$ cat src/rtl/mips_mc_ctrl_hs.sv
// mips_mc_ctrl_hs: multicycle MIPS control FSM with a req/ready memory
// handshake (or fixed-latency mode), extended ISA decode and timeout fault.
module mips_mc_ctrl_hs #(
    parameter int MEM_HANDSHAKE = 1,
    parameter int MEM_WAIT      = 1,
    parameter int TIMEOUT       = 15
) (
    input  logic       clk,
    input  logic       rst,
    input  logic [5:0] opcode,
    input  logic [5:0] funct,
    input  logic       mem_ready,
    output logic       mem_req,
    output logic       mem_we,
    output logic       iord,
    output logic       ir_write,
    output logic       pc_write,
    output logic       branch,
    output logic       branch_ne,
    output logic       reg_write,
    output logic [1:0] reg_dst,
    output logic [1:0] mem_to_reg,
    output logic [1:0] alu_src_a,
    output logic [2:0] alu_src_b,
    output logic [1:0] pc_src,
    output logic [1:0] alu_op,
    output logic       imm_funct_sel,
    output logic [5:0] imm_funct,
    output logic       illegal,
    output logic       fault,
    output logic [3:0] state_dbg
);

    typedef enum logic [3:0] {
        S_FETCH  = 4'd0,
        S_DECODE = 4'd1,
        S_MEMADR = 4'd2,
        S_MEMRD  = 4'd3,
        S_MEMWB  = 4'd4,
        S_MEMWR  = 4'd5,
        S_REXEC  = 4'd6,
        S_IEXEC  = 4'd7,
        S_ALUWB  = 4'd8,
        S_BRANCH = 4'd9,
        S_JUMP   = 4'd10,
        S_JAL    = 4'd11,
        S_JR     = 4'd12,
        S_FAULT  = 4'd15
    } state_t;

    localparam logic [5:0] OP_RTYPE = 6'b000000;
    localparam logic [5:0] OP_LW    = 6'b100011;
    localparam logic [5:0] OP_SW    = 6'b101011;
    localparam logic [5:0] OP_ADDI  = 6'b001000;
    localparam logic [5:0] OP_ANDI  = 6'b001100;
    localparam logic [5:0] OP_ORI   = 6'b001101;
    localparam logic [5:0] OP_XORI  = 6'b001110;
    localparam logic [5:0] OP_SLTI  = 6'b001010;
    localparam logic [5:0] OP_LUI   = 6'b001111;
    localparam logic [5:0] OP_BEQ   = 6'b000100;
    localparam logic [5:0] OP_BNE   = 6'b000101;
    localparam logic [5:0] OP_J     = 6'b000010;
    localparam logic [5:0] OP_JAL   = 6'b000011;

    localparam logic [5:0] FN_SLL = 6'b000000;
    localparam logic [5:0] FN_SRL = 6'b000010;
    localparam logic [5:0] FN_SRA = 6'b000011;
    localparam logic [5:0] FN_JR  = 6'b001000;
    localparam logic [5:0] FN_ADD = 6'b100000;
    localparam logic [5:0] FN_SUB = 6'b100010;
    localparam logic [5:0] FN_AND = 6'b100100;
    localparam logic [5:0] FN_OR  = 6'b100101;
    localparam logic [5:0] FN_XOR = 6'b100110;
    localparam logic [5:0] FN_NOR = 6'b100111;
    localparam logic [5:0] FN_SLT = 6'b101010;

    localparam bit         HS       = (MEM_HANDSHAKE != 0);
    localparam logic [7:0] WAIT_LIM = 8'(MEM_WAIT);
    localparam logic [7:0] TO_LIM   = 8'(TIMEOUT - 1);

    state_t     state;
    state_t     state_nx;
    logic [7:0] cnt;
    logic       fault_q;
    logic       mem_state;
    logic       accept;
    logic       timeout;
    logic       is_shift;
    logic       r_alu;

    // R-type function class from the stable IR funct field
    always_comb begin
        is_shift = (funct == FN_SLL) || (funct == FN_SRL) ||
                   (funct == FN_SRA);
        r_alu    = is_shift ||
                   (funct inside {FN_ADD, FN_SUB, FN_AND, FN_OR,
                                  FN_XOR, FN_NOR, FN_SLT});
    end

    // Memory-state accept and not-ready timeout detection
    always_comb begin
        mem_state = (state == S_FETCH) || (state == S_MEMRD) ||
                    (state == S_MEMWR);
        accept    = HS ? mem_ready : (cnt == WAIT_LIM);
        timeout   = HS && mem_state && !mem_ready && (cnt >= TO_LIM);
    end

    // State, wait counter and sticky fault registers
    always_ff @(posedge clk) begin
        if (rst) begin
            state   <= S_FETCH;
            cnt     <= '0;
            fault_q <= 1'b0;
        end else begin
            state <= state_nx;
            if (state_nx != state) begin
                cnt <= '0;
            end else if (mem_state && (!HS || !mem_ready) &&
                         cnt != 8'hFF) begin
                cnt <= cnt + 8'd1;
            end
            if (state_nx == S_FAULT) begin
                fault_q <= 1'b1;
            end
        end
    end

    // Next-state and control decode; everything held low during rst
    always_comb begin
        state_nx      = state;
        mem_req       = 1'b0;
        mem_we        = 1'b0;
        iord          = 1'b0;
        ir_write      = 1'b0;
        pc_write      = 1'b0;
        branch        = 1'b0;
        branch_ne     = 1'b0;
        reg_write     = 1'b0;
        reg_dst       = 2'b00;
        mem_to_reg    = 2'b00;
        alu_src_a     = 2'b00;
        alu_src_b     = 3'b000;
        pc_src        = 2'b00;
        alu_op        = 2'b00;
        imm_funct_sel = 1'b0;
        imm_funct     = 6'b000000;
        illegal       = 1'b0;
        fault         = 1'b0;
        state_dbg     = 4'd0;
        if (!rst) begin
            fault     = fault_q;
            state_dbg = state;
            unique case (state)
                S_FETCH: begin
                    mem_req   = 1'b1;
                    alu_src_b = 3'b001;
                    if (accept) begin
                        ir_write = 1'b1;
                        pc_write = 1'b1;
                        state_nx = S_DECODE;
                    end else if (timeout) begin
                        state_nx = S_FAULT;
                    end
                end
                S_DECODE: begin
                    alu_src_b = 3'b011;
                    case (opcode)
                        OP_RTYPE: begin
                            if (r_alu) begin
                                state_nx = S_REXEC;
                            end else if (funct == FN_JR) begin
                                state_nx = S_JR;
                            end else begin
                                illegal  = 1'b1;
                                state_nx = S_FETCH;
                            end
                        end
                        OP_LW, OP_SW: state_nx = S_MEMADR;
                        OP_ADDI, OP_ANDI, OP_ORI,
                        OP_XORI, OP_SLTI, OP_LUI: state_nx = S_IEXEC;
                        OP_BEQ, OP_BNE: state_nx = S_BRANCH;
                        OP_J:   state_nx = S_JUMP;
                        OP_JAL: state_nx = S_JAL;
                        default: begin
                            illegal  = 1'b1;
                            state_nx = S_FETCH;
                        end
                    endcase
                end
                S_MEMADR: begin
                    alu_src_a = 2'b01;
                    alu_src_b = 3'b010;
                    state_nx  = (opcode == OP_LW) ? S_MEMRD : S_MEMWR;
                end
                S_MEMRD: begin
                    mem_req = 1'b1;
                    iord    = 1'b1;
                    if (accept) begin
                        state_nx = S_MEMWB;
                    end else if (timeout) begin
                        state_nx = S_FAULT;
                    end
                end
                S_MEMWB: begin
                    reg_write  = 1'b1;
                    mem_to_reg = 2'b01;
                    state_nx   = S_FETCH;
                end
                S_MEMWR: begin
                    mem_req = 1'b1;
                    mem_we  = 1'b1;
                    iord    = 1'b1;
                    if (accept) begin
                        state_nx = S_FETCH;
                    end else if (timeout) begin
                        state_nx = S_FAULT;
                    end
                end
                S_REXEC: begin
                    alu_op    = 2'b10;
                    alu_src_a = is_shift ? 2'b10 : 2'b01;
                    state_nx  = S_ALUWB;
                end
                S_IEXEC: begin
                    alu_src_a     = 2'b01;
                    alu_op        = 2'b10;
                    imm_funct_sel = 1'b1;
                    case (opcode)
                        OP_ADDI: begin
                            alu_src_b = 3'b010;
                            imm_funct = FN_ADD;
                        end
                        OP_SLTI: begin
                            alu_src_b = 3'b010;
                            imm_funct = FN_SLT;
                        end
                        OP_ANDI: begin
                            alu_src_b = 3'b100;
                            imm_funct = FN_AND;
                        end
                        OP_ORI: begin
                            alu_src_b = 3'b100;
                            imm_funct = FN_OR;
                        end
                        OP_XORI: begin
                            alu_src_b = 3'b100;
                            imm_funct = FN_XOR;
                        end
                        OP_LUI: begin
                            alu_src_b = 3'b101;
                            imm_funct = FN_ADD;
                        end
                        default: ;
                    endcase
                    state_nx = S_ALUWB;
                end
                S_ALUWB: begin
                    reg_write     = 1'b1;
                    reg_dst       = (opcode == OP_RTYPE) ? 2'b01 : 2'b00;
                    imm_funct_sel = (opcode != OP_RTYPE);
                    state_nx      = S_FETCH;
                end
                S_BRANCH: begin
                    alu_src_a = 2'b01;
                    alu_op    = 2'b01;
                    pc_src    = 2'b01;
                    branch    = (opcode == OP_BEQ);
                    branch_ne = (opcode == OP_BNE);
                    state_nx  = S_FETCH;
                end
                S_JUMP: begin
                    pc_src   = 2'b10;
                    pc_write = 1'b1;
                    state_nx = S_FETCH;
                end
                S_JAL: begin
                    pc_src     = 2'b10;
                    pc_write   = 1'b1;
                    reg_write  = 1'b1;
                    reg_dst    = 2'b10;
                    mem_to_reg = 2'b10;
                    state_nx   = S_FETCH;
                end
                S_JR: begin
                    pc_src   = 2'b11;
                    pc_write = 1'b1;
                    state_nx = S_FETCH;
                end
                S_FAULT: state_nx = S_FAULT;
                default: state_nx = S_FETCH;
            endcase
        end
    end

endmodule

$ cat config.mk
export PLATFORM = sky130hd
export DESIGN_NAME = mips_mc_ctrl_hs
export DESIGN_NICKNAME = d
export VERILOG_FILES = /design/src/rtl/mips_mc_ctrl_hs.sv
export SDC_FILE = /design/constraint.sdc
export NUM_CORES = 1
export LEC_CHECK = 0
export CELL_PAD_IN_SITES_DETAIL_PLACEMENT = 1
export CELL_PAD_IN_SITES_GLOBAL_PLACEMENT = 2
export CORE_MARGIN = 3
export CORE_UTILIZATION = 27
export DETAILED_ROUTE_END_ITERATION = 16
export PLACE_DENSITY = 0.83
export SYNTH_ARGS = -nofsm -noshare
export SYNTH_HDL_FRONTEND = slang
export SYNTH_SLANG_ARGS = --single-unit
$ cat constraint.sdc
create_clock -name clk -period 4.8 [get_ports clk]
set_clock_uncertainty 0.15 [all_clocks]
set_input_delay 0.72 -clock clk [delete_from_list [all_inputs] [get_ports clk]]
set_output_delay 0.72 -clock clk [all_outputs]
set_load 0.01 [all_outputs]
After elaboration in Yosys (flattened, before gate mapping). Cells that the tools add are included.

$add $sub $neg: 1. $mul: 0. Divide/modulo/power cells: 0. Order comparisons: 1. Equal/unequal tests: 38. Shifts and indexed selects: 0. Multiplexer cells: 54. Bitwise logic cells: 0. Reductions and logical operators: 29.

Operator list (number): == test 6 bit, second input constant (9); == test 6 x 4 -> 1 bit, second input constant (7); two-way mux 4 bit (8); one-hot mux 6 bit (5 select lines) (1); == test 4 bit, second input constant (7); one-hot mux 4 bit (7 select lines) (1); == test 6 x 2 -> 1 bit, second input constant (4); one-hot mux 4 bit (6 select lines) (1); two-way mux 1 bit (23); == test 4 x 3 -> 1 bit, second input constant (4); one-hot mux 2 bit (2 select lines) (4); OR reduction 2 bit (8); OR reduction 3 bit (5); == test 6 x 3 -> 1 bit, second input constant (2); zero test 6 bit (2); two-way mux 2 bit (6); two-way mux 6 bit (2); one-hot mux 3 bit (4 select lines) (1); OR reduction 12 bit (1); one-hot mux 3 bit (3 select lines) (1); adder 8 x 1 -> 8 bit, second input constant (1); == test 4 x 2 -> 1 bit, second input constant (2); greater-or-equal comparator 8 x 4 -> 1 bit, second input constant (1); inequality test 8 bit, second input constant (1); 12 further kinds (21).

Bits in registers: 13. Bits in latches: 0. RAM bits: 0. Memory bits (read-only): 0. Output and inout bits: 34. Memories: 0.

Logic depth before layout (Yosys ltp).
Word-level depth: 11. Depth in mapped cells: 9. Depth with buffers taken out: 8.

Worst setup path before layout. Ideal clock, no wire load.

Path type: in2out. Start point: input opcode[4]. End point: output imm_funct[3]. Arrival: 1.938 ns. Path slack: 1.992 ns. Stages on the path: 5. Buffers on the path: 1. Path through: clkbuf_1 -> nor3_1 -> nand2_1 -> nor3b_1 -> and2_1.

Word-level cells in the longest chain between the ends: 5. Elaborated cells on any way between the ends: 10. Classes of those cells: eq/ne: 6; mux: 3; reduce/logical: 1.

RTL lines: start: declaration (RTL line 10) `input logic [5:0] opcode,`; == test 6 x 4 -> 1 bit (RTL line 228) `case (opcode)`; OR reduction 2 bit (no source line); one-hot mux 6 bit (5 select lines) * (RTL line 228); two-way mux 6 bit * (RTL line 153) `unique case (state)`; two-way mux 6 bit * (RTL line 150) `if (!rst) begin`; end: declaration (RTL line 28) `output logic [5:0] imm_funct,`.

Mark *: on every way between the ends. The rest lies on a longest branch, timed or not.

Final worst setup path.
Start point: input rst. End point: output imm_funct[3].

Word-level cells in the longest chain between the ends: 1.

RTL lines: start: declaration (RTL line 9) `input logic rst,`; two-way mux 6 bit (RTL line 150).

Every way passes these cells.

==> metrics.cfg <==
[logic_synthesis]
yosysWarnings=0
synthArstFlopShare_pct=0
syn_avg_cell_area_um2=7.12
ys_seq_area_share_pct=16.0
ys.flop_type=dfxtp_1
synth_area_um2=1620
ys_seq_elements=13
synth_nets=245
synth_cell_types=61
synthCells=228
synth_edf_count=0

[floorplanning]
start_util_pct=28.6
fp-row-count=27
coreArea_um2=5680
chipHeight_um=83.5
dieArea_um2=6980
die_w_um=83.5
pin_count=49

[setup_path]
r2r-start=state[0]
crit_slowest_cell=clkdlybuf4s50_1
cpPeakStageDelay_ns=0.65
arrival_ns=3.10
r2r_end=cnt[6]
path_class=in -> out
cp-start-kind=input port
critPathCaptureType=primary output
cp_cell_sequence=clkdlybuf4s50_1 -> inv_1 -> nand2_1 -> nor2_1 -> nand2_1 -> nor3b_1 -> and2_1 -> clkdlybuf4s50_1
worstPathRequired_ns=3.93
rr_worst_depth=6
crit_fanout=13
rrSetupSlack_ns=1.74

[clocking]
clock-root-buffer=clkbuf_8
cts.path.max_buffers=2
cts_sinks=13
clk_pin_slew_ns=0.05
clk_latency_ns=0.25
cts_tree=built
post-cts-setup-buffers=0
numCtsBuffers=3
ctsResizeCount=0
postCtsHoldBufs=0
ctsHtreeMaxLevel=1

[worst_hold_path]
hold_depth=2
hold_start=cnt[4]
min_to=cnt[4]
min_path_type=reg -> reg

[route]
drt_pass1_iterations=4
via_per_inst=5.46
ant_nets=0
num_vias=1833
drt_iter0_markers=84
routed_wl_mm=5.30
post_drt_wl_per_cell_um=15.8
drc=0

[status]
status=completed

[global_routing]
antenna_found_initial=0
grt_pass1_wl_mm=8.85
grt_max_degree=29
grt_usage_pct=15.0
grt_pass1_vias=1773
grt-ovfl-total=0

[place]
gp_congestion=0.784
place_ws_ns=0.802
dp_hpwl_mm=4.09
placed_area_um2=2110
io_buffers=47

[timing]
rsz0062_at_grt=no
slew_violations=0
setup_viol=0
setup-tns-final_ns=0
whs_ns=0.402
slew_headroom_pct=34.0
fin_crit_ns=3.97
timing.final.ws_setup_ns=0.826
fmax_mhz=252
hold_violations=0
fin_crit_sh_pct=82.8
tightest_slew_ns=0.988

[power_and_ir_drop]
p_total_uw=326
power_density_nw_per_um2=151
p_leak_uw=0.000710
peakVddDrop_mv=0.103

[cells_and_area]
finish.instance_area_um2=2150
antenna_cells=0
nets=282
fill_cells=721
syn_to_final_growth_pct=32.7
final_common_cell=clkdlybuf4s50_1
layout_common_cells=clkdlybuf4s50_1, nor2_1, nand2_1, nor3_1, dfxtp_1
drive_above_1_share_pct=9.85

[run]
cap_viol_max_count=0

[power by group]
part           internal, uW  switching (uW)  leakage (uW)
sequential              111            8.71      0.000105
combinational          47.4            60.6      0.000582
clock                  58.7            39.4     0.0000228
total                   217             109      0.000710
[cell usage after synthesis (3+ instances only)]
cell,instances,area [um^2]
a21oi_1,12,60.1
a31oi_1,4,25.0
and2_1,4,25.0
and3_1,4,25.0
buf_2,3,15.0
clkbuf_1,10,37.5
dfxtp_1,13,260
inv_1,10,37.5
nand2_1,17,63.8
nand3_1,9,45.0
nand3b_1,3,22.5
nand4_1,4,25.0
nor2_1,22,82.6
nor2b_1,7,43.8
nor3_1,17,85.1
nor3_2,8,80.1
nor4_1,7,43.8
o21ai_0,11,55.1
or3_1,3,18.8
xnor2_1,6,52.6
[layout make-up]
class	instances	area [um^2]	share of cell area, %
well taps	72	90.1	4.18
inverters	12	45.0	2.09
multi-input cells	186	1230	57.0
repair buffers	49	485	22.5
flip-flops and latches	13	260	12.1
clock buffers	4	45.0	2.09
[critical path: cells and delay by family]
family,cells,cell delay (ns)
buffers and inverters,3,1.44
and+or+nand+nor,5,0.94
[through the flow]
stage          std cells  utilization [%]
2_1_floorplan        228                -
3_3_place_gp         332             37.1
3_5_place_dp         332             37.1
4_1_cts              336             37.9
5_1_grt              336             37.9
6_report             336             37.9
[worst max-delay path by stage]
stage                    from  cells after the start            to  slack [ns]
floorplan           opcode[4]                      5  imm_funct[3]        1.99
global placement          rst                      8  imm_funct[3]        0.96
detailed placement        rst                      8  imm_funct[3]        0.80
CTS                       rst                      8  imm_funct[3]        0.79
global route              rst                      8  imm_funct[3]        0.62
finish                    rst                      8  imm_funct[3]        0.83
[kinds of logic (layout without fill, tap and decap cells)]
| kind of cell | count (synthesis) | after routing | synth area share [%] |
|---|---|---|---|
| muxes | 1 | 1 | 0.617 |
| other | 1 | 1 | 0.231 |
| and+or+nand+nor | 119 | 119 | 42.6 |
| buffers and inverters | 29 | 65 | 8.33 |
| adders and majority gates | 2 | 2 | 1.54 |
| DFF | 13 | 13 | 16.0 |
| AOI/OAI and AO/OA | 54 | 54 | 25.4 |
| xor gates and xnor gates | 9 | 9 | 5.32 |
[registers in the layout, indices dropped and copies added (netlist names)]
| register | cells |
|---|---|
| state | 4 |
| fault_q | 1 |
| cnt | 8 |
[layer usage]
metal  track usage (%)  share of wire [%]  wire [um]
met2              24.9                 46       2450
met5                 0                  0          0
met4              2.63               0.60         32
met1              20.3                 48       2550
met3              3.16                5.0        266
No activity file was read; power rests on OpenSTA's default activity.
